--- src/rtl/rgb_process_pipe.sv ---
// Two-stage RGB pixel pipeline: per-frame gain/attenuation, corner markers and an optional cursor box.
// Define RGB_PROCESS_CURSOR_EN to build the movable cursor; without it curs_row/curs_col are fixed at frame centre.
module rgb_process_pipe #(
  parameter int DATA_W    = 8,
  parameter int COORD_W   = 13,
  parameter int FRAME_W   = 640,
  parameter int FRAME_H   = 480,
  parameter int MARK      = 5,
  parameter int CURS_SIZE = 8,
  parameter int CURS_STEP = 4
) (
  input  logic               clk,
  input  logic               reset,
  input  logic               frame_start,
  input  logic               i_valid,
  input  logic [COORD_W-1:0] i_row,
  input  logic [COORD_W-1:0] i_col,
  input  logic [DATA_W-1:0]  i_R,
  input  logic [DATA_W-1:0]  i_G,
  input  logic [DATA_W-1:0]  i_B,
  input  logic               bright_mode,
  input  logic [1:0]         level,
  input  logic [2:0]         ch_en,
  input  logic               curs_up,
  input  logic               curs_down,
  input  logic               curs_left,
  input  logic               curs_right,
  output logic               o_valid,
  output logic [DATA_W-1:0]  o_R,
  output logic [DATA_W-1:0]  o_G,
  output logic [DATA_W-1:0]  o_B,
  output logic [COORD_W-1:0] curs_row,
  output logic [COORD_W-1:0] curs_col
);

  localparam logic [DATA_W-1:0]  PIX_MAX     = '1;
  localparam logic [COORD_W-1:0] MARK_C      = COORD_W'(MARK);
  localparam logic [COORD_W-1:0] W_C         = COORD_W'(FRAME_W);
  localparam logic [COORD_W-1:0] H_C         = COORD_W'(FRAME_H);
  localparam logic [COORD_W-1:0] RIGHT_MARK  = COORD_W'(FRAME_W - MARK);
  localparam logic [COORD_W-1:0] BOTTOM_MARK = COORD_W'(FRAME_H - MARK);
  localparam logic [COORD_W-1:0] COL_HOME    = COORD_W'(FRAME_W / 2);
  localparam logic [COORD_W-1:0] ROW_HOME    = COORD_W'(FRAME_H / 2);

  logic              ctl_bright;
  logic [1:0]        ctl_level;
  logic [2:0]        ctl_ch_en;
  logic              eff_bright;
  logic [1:0]        eff_level;
  logic [2:0]        eff_ch_en;
  logic              in_curs;
  logic              s1_valid;
  logic [DATA_W-1:0] s1_R, s1_G, s1_B;
  logic [DATA_W-1:0] nxt_R, nxt_G, nxt_B;

  function automatic logic [DATA_W-1:0] apply_gain(input logic [DATA_W-1:0] x,
                                                   input logic [1:0] lvl);
    logic [DATA_W+2:0] xw;
    logic [DATA_W+2:0] acc;
    xw = {3'b000, x};
    case (lvl)
      2'd0:    acc = xw >> 1;
      2'd1:    acc = xw;
      2'd2:    acc = ((xw << 2) + xw) >> 2;
      default: acc = ((xw << 2) + (xw << 1)) >> 2;
    endcase
    if (acc > {3'b000, PIX_MAX}) apply_gain = PIX_MAX;
    else                         apply_gain = acc[DATA_W-1:0];
  endfunction

  function automatic logic [DATA_W-1:0] apply_atten(input logic [DATA_W-1:0] x,
                                                    input logic [1:0] lvl,
                                                    input logic en);
    if (!en) apply_atten = x;
    else begin
      case (lvl)
        2'd0:    apply_atten = '0;
        2'd1:    apply_atten = x >> 2;
        2'd2:    apply_atten = x >> 1;
        default: apply_atten = x;
      endcase
    end
  endfunction

  function automatic logic [DATA_W-1:0] process_chan(input logic [DATA_W-1:0] x,
                                                     input logic bright,
                                                     input logic [1:0] lvl,
                                                     input logic en);
    if (bright) process_chan = apply_gain(x, lvl);
    else        process_chan = apply_atten(x, lvl, en);
  endfunction

  // A frame_start pixel already sees the controls being latched on that cycle.
  always_comb begin
    eff_bright = ctl_bright;
    eff_level  = ctl_level;
    eff_ch_en  = ctl_ch_en;
    if (frame_start) begin
      eff_bright = bright_mode;
      eff_level  = level;
      eff_ch_en  = ch_en;
    end
  end

  always_ff @(posedge clk) begin
    if (reset) begin
      ctl_bright <= 1'b0;
      ctl_level  <= 2'd3;
      ctl_ch_en  <= 3'b000;
    end else if (frame_start) begin
      ctl_bright <= bright_mode;
      ctl_level  <= level;
      ctl_ch_en  <= ch_en;
    end
  end

`ifdef RGB_PROCESS_CURSOR_EN
  localparam logic [COORD_W-1:0] HALF_C  = COORD_W'(CURS_SIZE / 2);
  localparam logic [COORD_W-1:0] STEP_C  = COORD_W'(CURS_STEP);
  localparam logic [COORD_W-1:0] COL_MAX = COORD_W'(FRAME_W - 1 - CURS_SIZE / 2);
  localparam logic [COORD_W-1:0] ROW_MAX = COORD_W'(FRAME_H - 1 - CURS_SIZE / 2);

  logic [COORD_W-1:0] curs_row_q, curs_col_q;
  logic [COORD_W-1:0] curs_row_n, curs_col_n;

  // Each axis moves independently; the clamp tests avoid any under/overflow of the centre.
  always_comb begin
    curs_row_n = curs_row_q;
    curs_col_n = curs_col_q;
    if (frame_start) begin
      if (curs_right && !curs_left)
        curs_col_n = (curs_col_q >= COL_MAX - STEP_C) ? COL_MAX : curs_col_q + STEP_C;
      else if (curs_left && !curs_right)
        curs_col_n = (curs_col_q <= HALF_C + STEP_C) ? HALF_C : curs_col_q - STEP_C;
      if (curs_down && !curs_up)
        curs_row_n = (curs_row_q >= ROW_MAX - STEP_C) ? ROW_MAX : curs_row_q + STEP_C;
      else if (curs_up && !curs_down)
        curs_row_n = (curs_row_q <= HALF_C + STEP_C) ? HALF_C : curs_row_q - STEP_C;
    end
  end

  always_ff @(posedge clk) begin
    if (reset) begin
      curs_row_q <= ROW_HOME;
      curs_col_q <= COL_HOME;
    end else begin
      curs_row_q <= curs_row_n;
      curs_col_q <= curs_col_n;
    end
  end

  assign curs_row = curs_row_q;
  assign curs_col = curs_col_q;
  assign in_curs  = (i_row >= curs_row_q - HALF_C) && (i_row <= curs_row_q + HALF_C) &&
                    (i_col >= curs_col_q - HALF_C) && (i_col <= curs_col_q + HALF_C);
`else
  logic unused_curs;
  assign unused_curs = ^{curs_up, curs_down, curs_left, curs_right};
  assign curs_row    = ROW_HOME;
  assign curs_col    = COL_HOME;
  assign in_curs     = 1'b0;
`endif

  // Stage-1 region selection, highest priority first.
  always_comb begin
    nxt_R = '0;
    nxt_G = '0;
    nxt_B = '0;
    if (i_row < MARK_C && i_col < MARK_C) begin
      nxt_R = PIX_MAX;
    end else if (i_row < MARK_C && i_col >= RIGHT_MARK && i_col < W_C) begin
      nxt_G = PIX_MAX;
    end else if (i_row >= BOTTOM_MARK && i_row < H_C && i_col < MARK_C) begin
      nxt_B = PIX_MAX;
    end else if (in_curs) begin
      nxt_G = PIX_MAX;
    end else if (i_row < H_C && i_col < W_C) begin
      nxt_R = process_chan(i_R, eff_bright, eff_level, eff_ch_en[2]);
      nxt_G = process_chan(i_G, eff_bright, eff_level, eff_ch_en[1]);
      nxt_B = process_chan(i_B, eff_bright, eff_level, eff_ch_en[0]);
    end
  end

  always_ff @(posedge clk) begin
    if (reset) begin
      s1_valid <= 1'b0;
      s1_R     <= '0;
      s1_G     <= '0;
      s1_B     <= '0;
      o_valid  <= 1'b0;
      o_R      <= '0;
      o_G      <= '0;
      o_B      <= '0;
    end else begin
      s1_valid <= i_valid;
      s1_R     <= nxt_R;
      s1_G     <= nxt_G;
      s1_B     <= nxt_B;
      o_valid  <= s1_valid;
      o_R      <= s1_R;
      o_G      <= s1_G;
      o_B      <= s1_B;
    end
  end

endmodule

--- config.mk ---
export PLATFORM = sky130hd
export DESIGN_NAME = rgb_process_pipe
export DESIGN_NICKNAME = d
export VERILOG_FILES = /design/src/rtl/rgb_process_pipe.sv
export SDC_FILE = /design/constraint.sdc
export NUM_CORES = 1
export LEC_CHECK = 0
export BUFFER_PORTS_ARGS = -buffer_cell sky130_fd_sc_hd__buf_2
export CAP_MARGIN = 10
export CORE_MARGIN = 2
export CORE_UTILIZATION = 50
export CTS_CLUSTER_SIZE = 10
export DETAILED_ROUTE_END_ITERATION = 7
export PLACE_DENSITY = 0.72
export SLEW_MARGIN = 20
export SYNTH_ARGS = -nofsm -noshare
export SYNTH_HDL_FRONTEND = slang
export SYNTH_SLANG_ARGS = --single-unit
--- constraint.sdc ---
create_clock -name clk -period 5.9 [get_ports clk]
set_input_delay 0.59 -clock clk [delete_from_list [all_inputs] [get_ports clk]]
set_output_delay 0.59 -clock clk [all_outputs]
set_load 0.005 [all_outputs]
After elaboration in Yosys (flattened, before gate mapping)
Index checks and enable logic that the tools add are counted.
{"block": "word_totals", "register_bits": 56, "romBits": 0, "input_bits": 64, "latch_bits": 0, "out_inout_bits": 51, "memories": 0, "wordCells": 79, "ram_bits": 0}
{"block": "classes", "n_reduce_logical": 9, "order_cmp": 9, "n_mul": 0, "n_eq_ne": 2, "n_mux": 42, "bitwise": 0, "n_div": 0, "shift": 0, "n_addsub": 6}
{"operator": "two-way mux 11 bit", "count": 15}
{"operator": "two-way mux 8 bit", "count": 18}
{"operator": "one-hot mux 9 bit (3 select lines)", "count": 3}
{"operator": "one-hot mux 8 bit (3 select lines)", "count": 3}
{"operator": "adder 10 x 8 -> 11 bit", "count": 3}
{"operator": "adder 10 x 9 -> 11 bit", "count": 3}
{"operator": "> comparator 11 x 8 -> 1 bit (second input constant)", "count": 3}
{"operator": "< comparator 13 x 3 -> 1 bit (second input constant)", "count": 2}
{"operator": "greater-or-equal comparator 13 x 10 -> 1 bit (second input constant)", "count": 1}
{"operator": "greater-or-equal comparator 13 x 9 -> 1 bit (second input constant)", "count": 1}
{"operator": "< comparator 13 x 10 -> 1 bit (second input constant)", "count": 1}
{"operator": "< comparator 13 x 9 -> 1 bit (second input constant)", "count": 1}
{"operator": "logical AND 1 bit", "count": 6}
{"operator": "two-way mux 3 bit", "count": 1}
{"operator": "OR reduction 3 bit", "count": 1}
{"operator": "== test 2 x 1 -> 1 bit (second input constant)", "count": 1}
{"operator": "== test 2 bit (second input constant)", "count": 1}
{"operator": "zero test 2 bit", "count": 1}
{"operator": "two-way mux 2 bit", "count": 1}
{"operator": "OR reduction 2 bit", "count": 1}
{"operator": "two-way mux 1 bit", "count": 1}

Longest topological paths before layout
{"block": "logic_depth", "depth_word": 15, "depth_mapped": 16, "depth_no_buf": 13}

Least setup slack after synthesis
OpenSTA, ideal clock, no wires.
{"block": "synth_path", "kind": "in2reg", "from": "input frame_start", "to": "register s1_G[1]", "t_arrival_ns": 3.466, "path_stages": 16, "setup_ns": 0.060, "t_required_ns": 5.840, "path_slack_ns": 2.375, "path_buffers": 3, "path_cell_list": "buf_4 > nor2_1 > a22o_1 > buf_2 > clkbuf_1 > nand2_1 > o21ai_0 > ha_1 > inv_1 > fa_1 > nor2b_1 > o311ai_2 > a221oi_2 > nor2_1 > a221oi_1 > o311a_1"}
{"block": "synth_between", "elab_chain_cells": 14, "word_cells_on_any_way": 20, "classes_between": "order compare (1); eq/ne (2); mux (16); reduce/logical (1)"}
{"item": "start: declaration", "line": "14", "text": "input logic frame_start,"}
{"item": "two-way mux 2 bit"}
{"item": "== test 2 bit (tied with other cells)", "line": "61, 76"}
{"item": "one-hot mux 9 bit (3 select lines)", "line": "61", "text": "case (lvl)"}
{"item": "two-way mux 11 bit", "line": "89", "text": "if (bright) process_chan = apply_gain(x, lvl);"}
{"item": "two-way mux 11 bit", "line": "177", "text": "end else if (i_row < H_C && i_col < W_C) begin"}
{"item": "two-way mux 11 bit", "line": "173", "text": "end else if (i_row >= BOTTOM_MARK && i_row < H_C && i_col < MARK_C) begin"}
{"item": "two-way mux 11 bit", "line": "171", "text": "end else if (i_row < MARK_C && i_col >= RIGHT_MARK && i_col < W_C) begin"}
{"item": "two-way mux 11 bit", "line": "169", "text": "if (i_row < MARK_C && i_col < MARK_C) begin"}
{"item": "> comparator 11 x 8 -> 1 bit", "line": "67", "text": "if (acc > {3'b000, PIX_MAX}) apply_gain = PIX_MAX;"}
{"item": "two-way mux 8 bit", "line": "67"}
{"item": "two-way mux 8 bit *", "line": "89"}
{"item": "two-way mux 8 bit *", "line": "177"}
{"item": "two-way mux 8 bit *", "line": "173"}
{"item": "two-way mux 8 bit *", "line": "171"}
{"item": "end signal: assignment", "line": "197", "text": "s1_G <= nxt_G;"}
{"item": "end: declaration", "line": "53", "text": "logic [DATA_W-1:0] s1_R, s1_G, s1_B;"}
Mark *: on every way between the ends. The rest lies on a longest branch, timed or not. The select of a mux whose other input is x is not followed.
A chain may end at the register's enable or synchronous reset.

Worst setup path after layout
{"block": "layout_path", "from": "input frame_start", "to": "register s1_R[6]"}
{"block": "layout_between", "elab_chain_cells": 15, "word_cells_on_any_way": 21, "classes_between": "order compare (1); eq/ne (2); mux (17); reduce/logical (1)"}
{"item": "two-way mux 2 bit"}
{"item": "== test 2 bit (tied with other cells)", "line": "61, 76"}
{"item": "one-hot mux 9 bit (3 select lines)", "line": "61"}
{"item": "two-way mux 11 bit", "line": "89"}
{"item": "two-way mux 11 bit", "line": "177"}
{"item": "two-way mux 11 bit", "line": "173"}
{"item": "two-way mux 11 bit", "line": "171"}
{"item": "two-way mux 11 bit", "line": "169"}
{"item": "> comparator 11 x 8 -> 1 bit", "line": "67"}
{"item": "two-way mux 8 bit", "line": "67"}
{"item": "two-way mux 8 bit *", "line": "89"}
{"item": "two-way mux 8 bit *", "line": "177"}
{"item": "two-way mux 8 bit *", "line": "173"}
{"item": "two-way mux 8 bit *", "line": "171"}
{"item": "two-way mux 8 bit *", "line": "169"}
{"item": "end signal: assignment", "line": "196", "text": "s1_R <= nxt_R;"}
{"item": "end: declaration", "line": "53"}
Marked as above.

==> results.md <==
- Placer Congestion: 0.893
- Worst hold slack: 0.434 ns
- Fin util: 56.4%
- Vias in the first global route: 3768
- CTS Hold Bufs: 0
- Initial antenna violation count: 0
- WL met3: 1190 µm
- Max_slew headroom: 24.0%
- Post_cts resized: 0
- Clock-pin slew on the worst setup and hold paths: 0.10 ns
- CP Cell Sequence: buf_2 > nor2b_1 > a22o_1 > buf_4 > nand2_1 > o21ai_0 > ha_1 > inv_1 > fa_1 > nand3b_1 > a21oi_1 > o41a_1 > or2_1 > a211oi_1 > nor3_1
- All-Layer GR Usage: 23.4%
- Unrepaired setup endpoints after global routing: false
- Initial DRT Pass Iterations: 5
- Row count: 34
- Synth Register Bits: 56
- Leading cell type by number of instances after synthesis: nand2_1
- Post-synthesis sequential area ratio: 25.2%
- Least-Margin Pin Slew: 1.12 ns
- Root Buffer: clkbuf_8
- Final Cell Area: 0.00489 mm²
- Clock Sinks: 56
- Number of synthesized flops with an enable pin: 0
- Top sig layer: met4
- Post-Synth Adder-Cell Area: 7.55%
- TNS Setup: 0 ns
- Avg Vias per Cell: 5.90
- Fillcell total: 832
- Max_cap viols: 0
- HP Class: register to register
- DR iter-0 viols: 415
- Main synth FF type: dfxtp_1
- Placed cell area: 0.00480 mm²
- Post-Route WL: 11500 µm
- Simple-gate share of the synthesized area: 27.2%
- Largest net degree at the start of global routing: 44
- Pwr dens: 186 mW/mm²
- Synth area leader: dfxtp_1
- CTS tree: done
- Post-DP HPWL: 8710 µm
- Initial core utilization: 51.2%
- First-pass GRT wire length: 18900 µm
- Status: finished, final reports clean
- Ports: 115
- Die Y: 98.3 µm
- Slowest cell on crit path: a22o_1
- Main combinational cell family by area after synthesis: simple AND/OR/NAND/NOR gates
- Type of element launching the critical path: primary input
- Ys async rst share: 0%
- Critical Path End Type: register
- Worst path arrival time: 4.29 ns
- Leak: 0.00217 µW
- Yosys warns: 0
- Dpl ws: 1.55 ns
- Hold Vio Cnt, Final: 0
- Layout Skew: 0.00778 ns
- Die Width: 98.3 µm
- M1 wire length: 5420 µm
- Clock tree buffer depth: 2
- Clock Latency Late Sink: 0.30 ns
- Average size of a mapped cell: 7.59 µm²
- Inserted Clock Buffers: 5
- Min Clock Period, post-route: 4.09 ns
- DRT antenna net count: 0
- Critical path class: primary input to register
- Buf/Inv on CP: 3
- Mapped cell area: 0.00444 mm²
- Netlist cell types: 75
- Synth top area share: 25.2%
- Final Setup Violations: 0
- Mux share of post-synthesis cell area: 2.82%
- Max stage delay on crit path: 0.52 ns
- Share of cells above drive strength 1: 18.2%
- Pins over their slew limit: 0
- Largest fanout on the critical path: 28
- Met2 wire length: 4740 µm
- Post-synthesis xor/xnor area fraction: 1.97%
- CP delay by family, top: compound AO/OA/AOI/OAI gates
- Core ar.: 0.00868 mm²
- Max VDD drop: 0.117 mV
- P&R area growth vs syn: 10.2%
- Htree depth: 2
- WL/cell: 15.1 µm
- Fin crit share: 69.3%
- Gr ovfl total: 0
- # DRC: 0
- Synth top cells by count: nand2_1 (93), dfxtp_1 (56), a21oi_1 (41)
- Die Area: 0.00965 mm²
- Fmax: 0.245 GHz
- Req. time, crit path: 6.11 ns
- Port Buffers: 84
- Nets: 741
- Via count: 4488
- Syn Inst Count: 585
- Final setup margin: 1.81 ns
- Ant. Diodes: 0
- Synth Area in Compound Gates: 26.5%
- Synth area leaders: dfxtp_1 (25%), nand2_1 (7.9%), ha_1 (6.2%)
- Post-CTS Setup Inserts: 0
cell families after synthesis:
| family | after synthesis |
|---|---|
| flip-flops | 56 |
| AND/OR/NAND/NOR | 245 |
| other | 2 |
| XOR/XNOR | 10 |
| multiplexers | 11 |
| buffers and inverters | 68 |
| AO/OA/AOI/OAI | 168 |
| adder cells (fa/ha/maj) | 25 |
metrics by stage:
| stage | instances | total power (µW) |
|---|---|---|
| 2_1_floorplan | 609 | 632 |
| 3_3_place_gp | 753 | 695 |
| 3_5_place_dp | 753 | 707 |
| 6_report | 761 | 909 |
| 5_1_grt | 761 | 969 |
| 4_1_cts | 761 | 910 |
per-layer routing:
layer	vias up	track usage [%]
li1	2200	-
met1	2003	36.2
met2	270	35.4
met3	15	1.93
met4	0	5.48
met5	-	0
worst register-to-register path, stage by stage (launching register included):
cell	delay (ns)
dfxtp_1	0.37
nor2_1	0.16
a22o_1	0.51
buf_4	0.41
nand2_1	0.09
o21ai_0	0.08
ha_1	0.20
inv_1	0.06
fa_1	0.40
nand3b_1	0.22
a21oi_1	0.26
o41a_1	0.25
or2_1	0.22
a211oi_1	0.09
nor3_1	0.28
path summary, 6_finish.rpt:
check / startpoint / endpoint / slack (ns) / cells after the start
setup / recovery: frame_start / s1_R[6]$_SDFF_PP0_ / 1.81 / 15
hold / removal: s1_B[7]$_SDFF_PP0_ / o_B[7]$_SDFF_PP0_ / 0.43 / 1
setup reg to reg: ctl_level[0]$_SDFF_PP1_ / s1_R[6]$_SDFF_PP0_ / 2.21 / 14
hold reg to reg: s1_B[7]$_SDFF_PP0_ / o_B[7]$_SDFF_PP0_ / 0.43 / 1
cell type report:
type / count / area [µm²] / share of cell area [%]
clock buffers: 5 / 68.8 / 1.41
clock inverters: 3 / 22.5 / 0.460
inverters: 15 / 56.3 / 1.15
multi-input cells: 485 / 3030 / 62.0
flip-flops and latches: 56 / 1120 / 22.9
well taps: 108 / 135 / 2.76
repair buffers: 89 / 458 / 9.36
cell usage in the layout (no fill, tap or decap), drive strengths merged, types with 4 or more instances in the layout:
cell type	n
nand2b	5
nor2	32
a211oi	13
or2	5
buf	89
ha	22
clkbuf	5
nand3	30
a32oi	9
nor3	22
a31oi	7
o21ai	31
dfxtp	56
a221oi	13
conb	26
o211ai	4
a21oi	41
nor2b	36
o31ai	4
inv	16
mux2i	8
nand2	93
nor4	5
or3	5
xnor2	9
a21o	8
registers in the layout, indices dropped and copies added, names as in the netlist, 2 cells and up:
register,flops
o_G,8
ctl_level,2
s1_R,8
o_B,8
s1_G,8
o_R,8
ctl_ch_en,3
s1_B,8
power breakdown:
group          total (µW)  switching (µW)  internal [µW]
clock                 203             118           85.1
sequential            383            2.19            381
combinational         322             198            124
total                 909             318            590
Note: power is estimated with default switching activity, not from simulation.
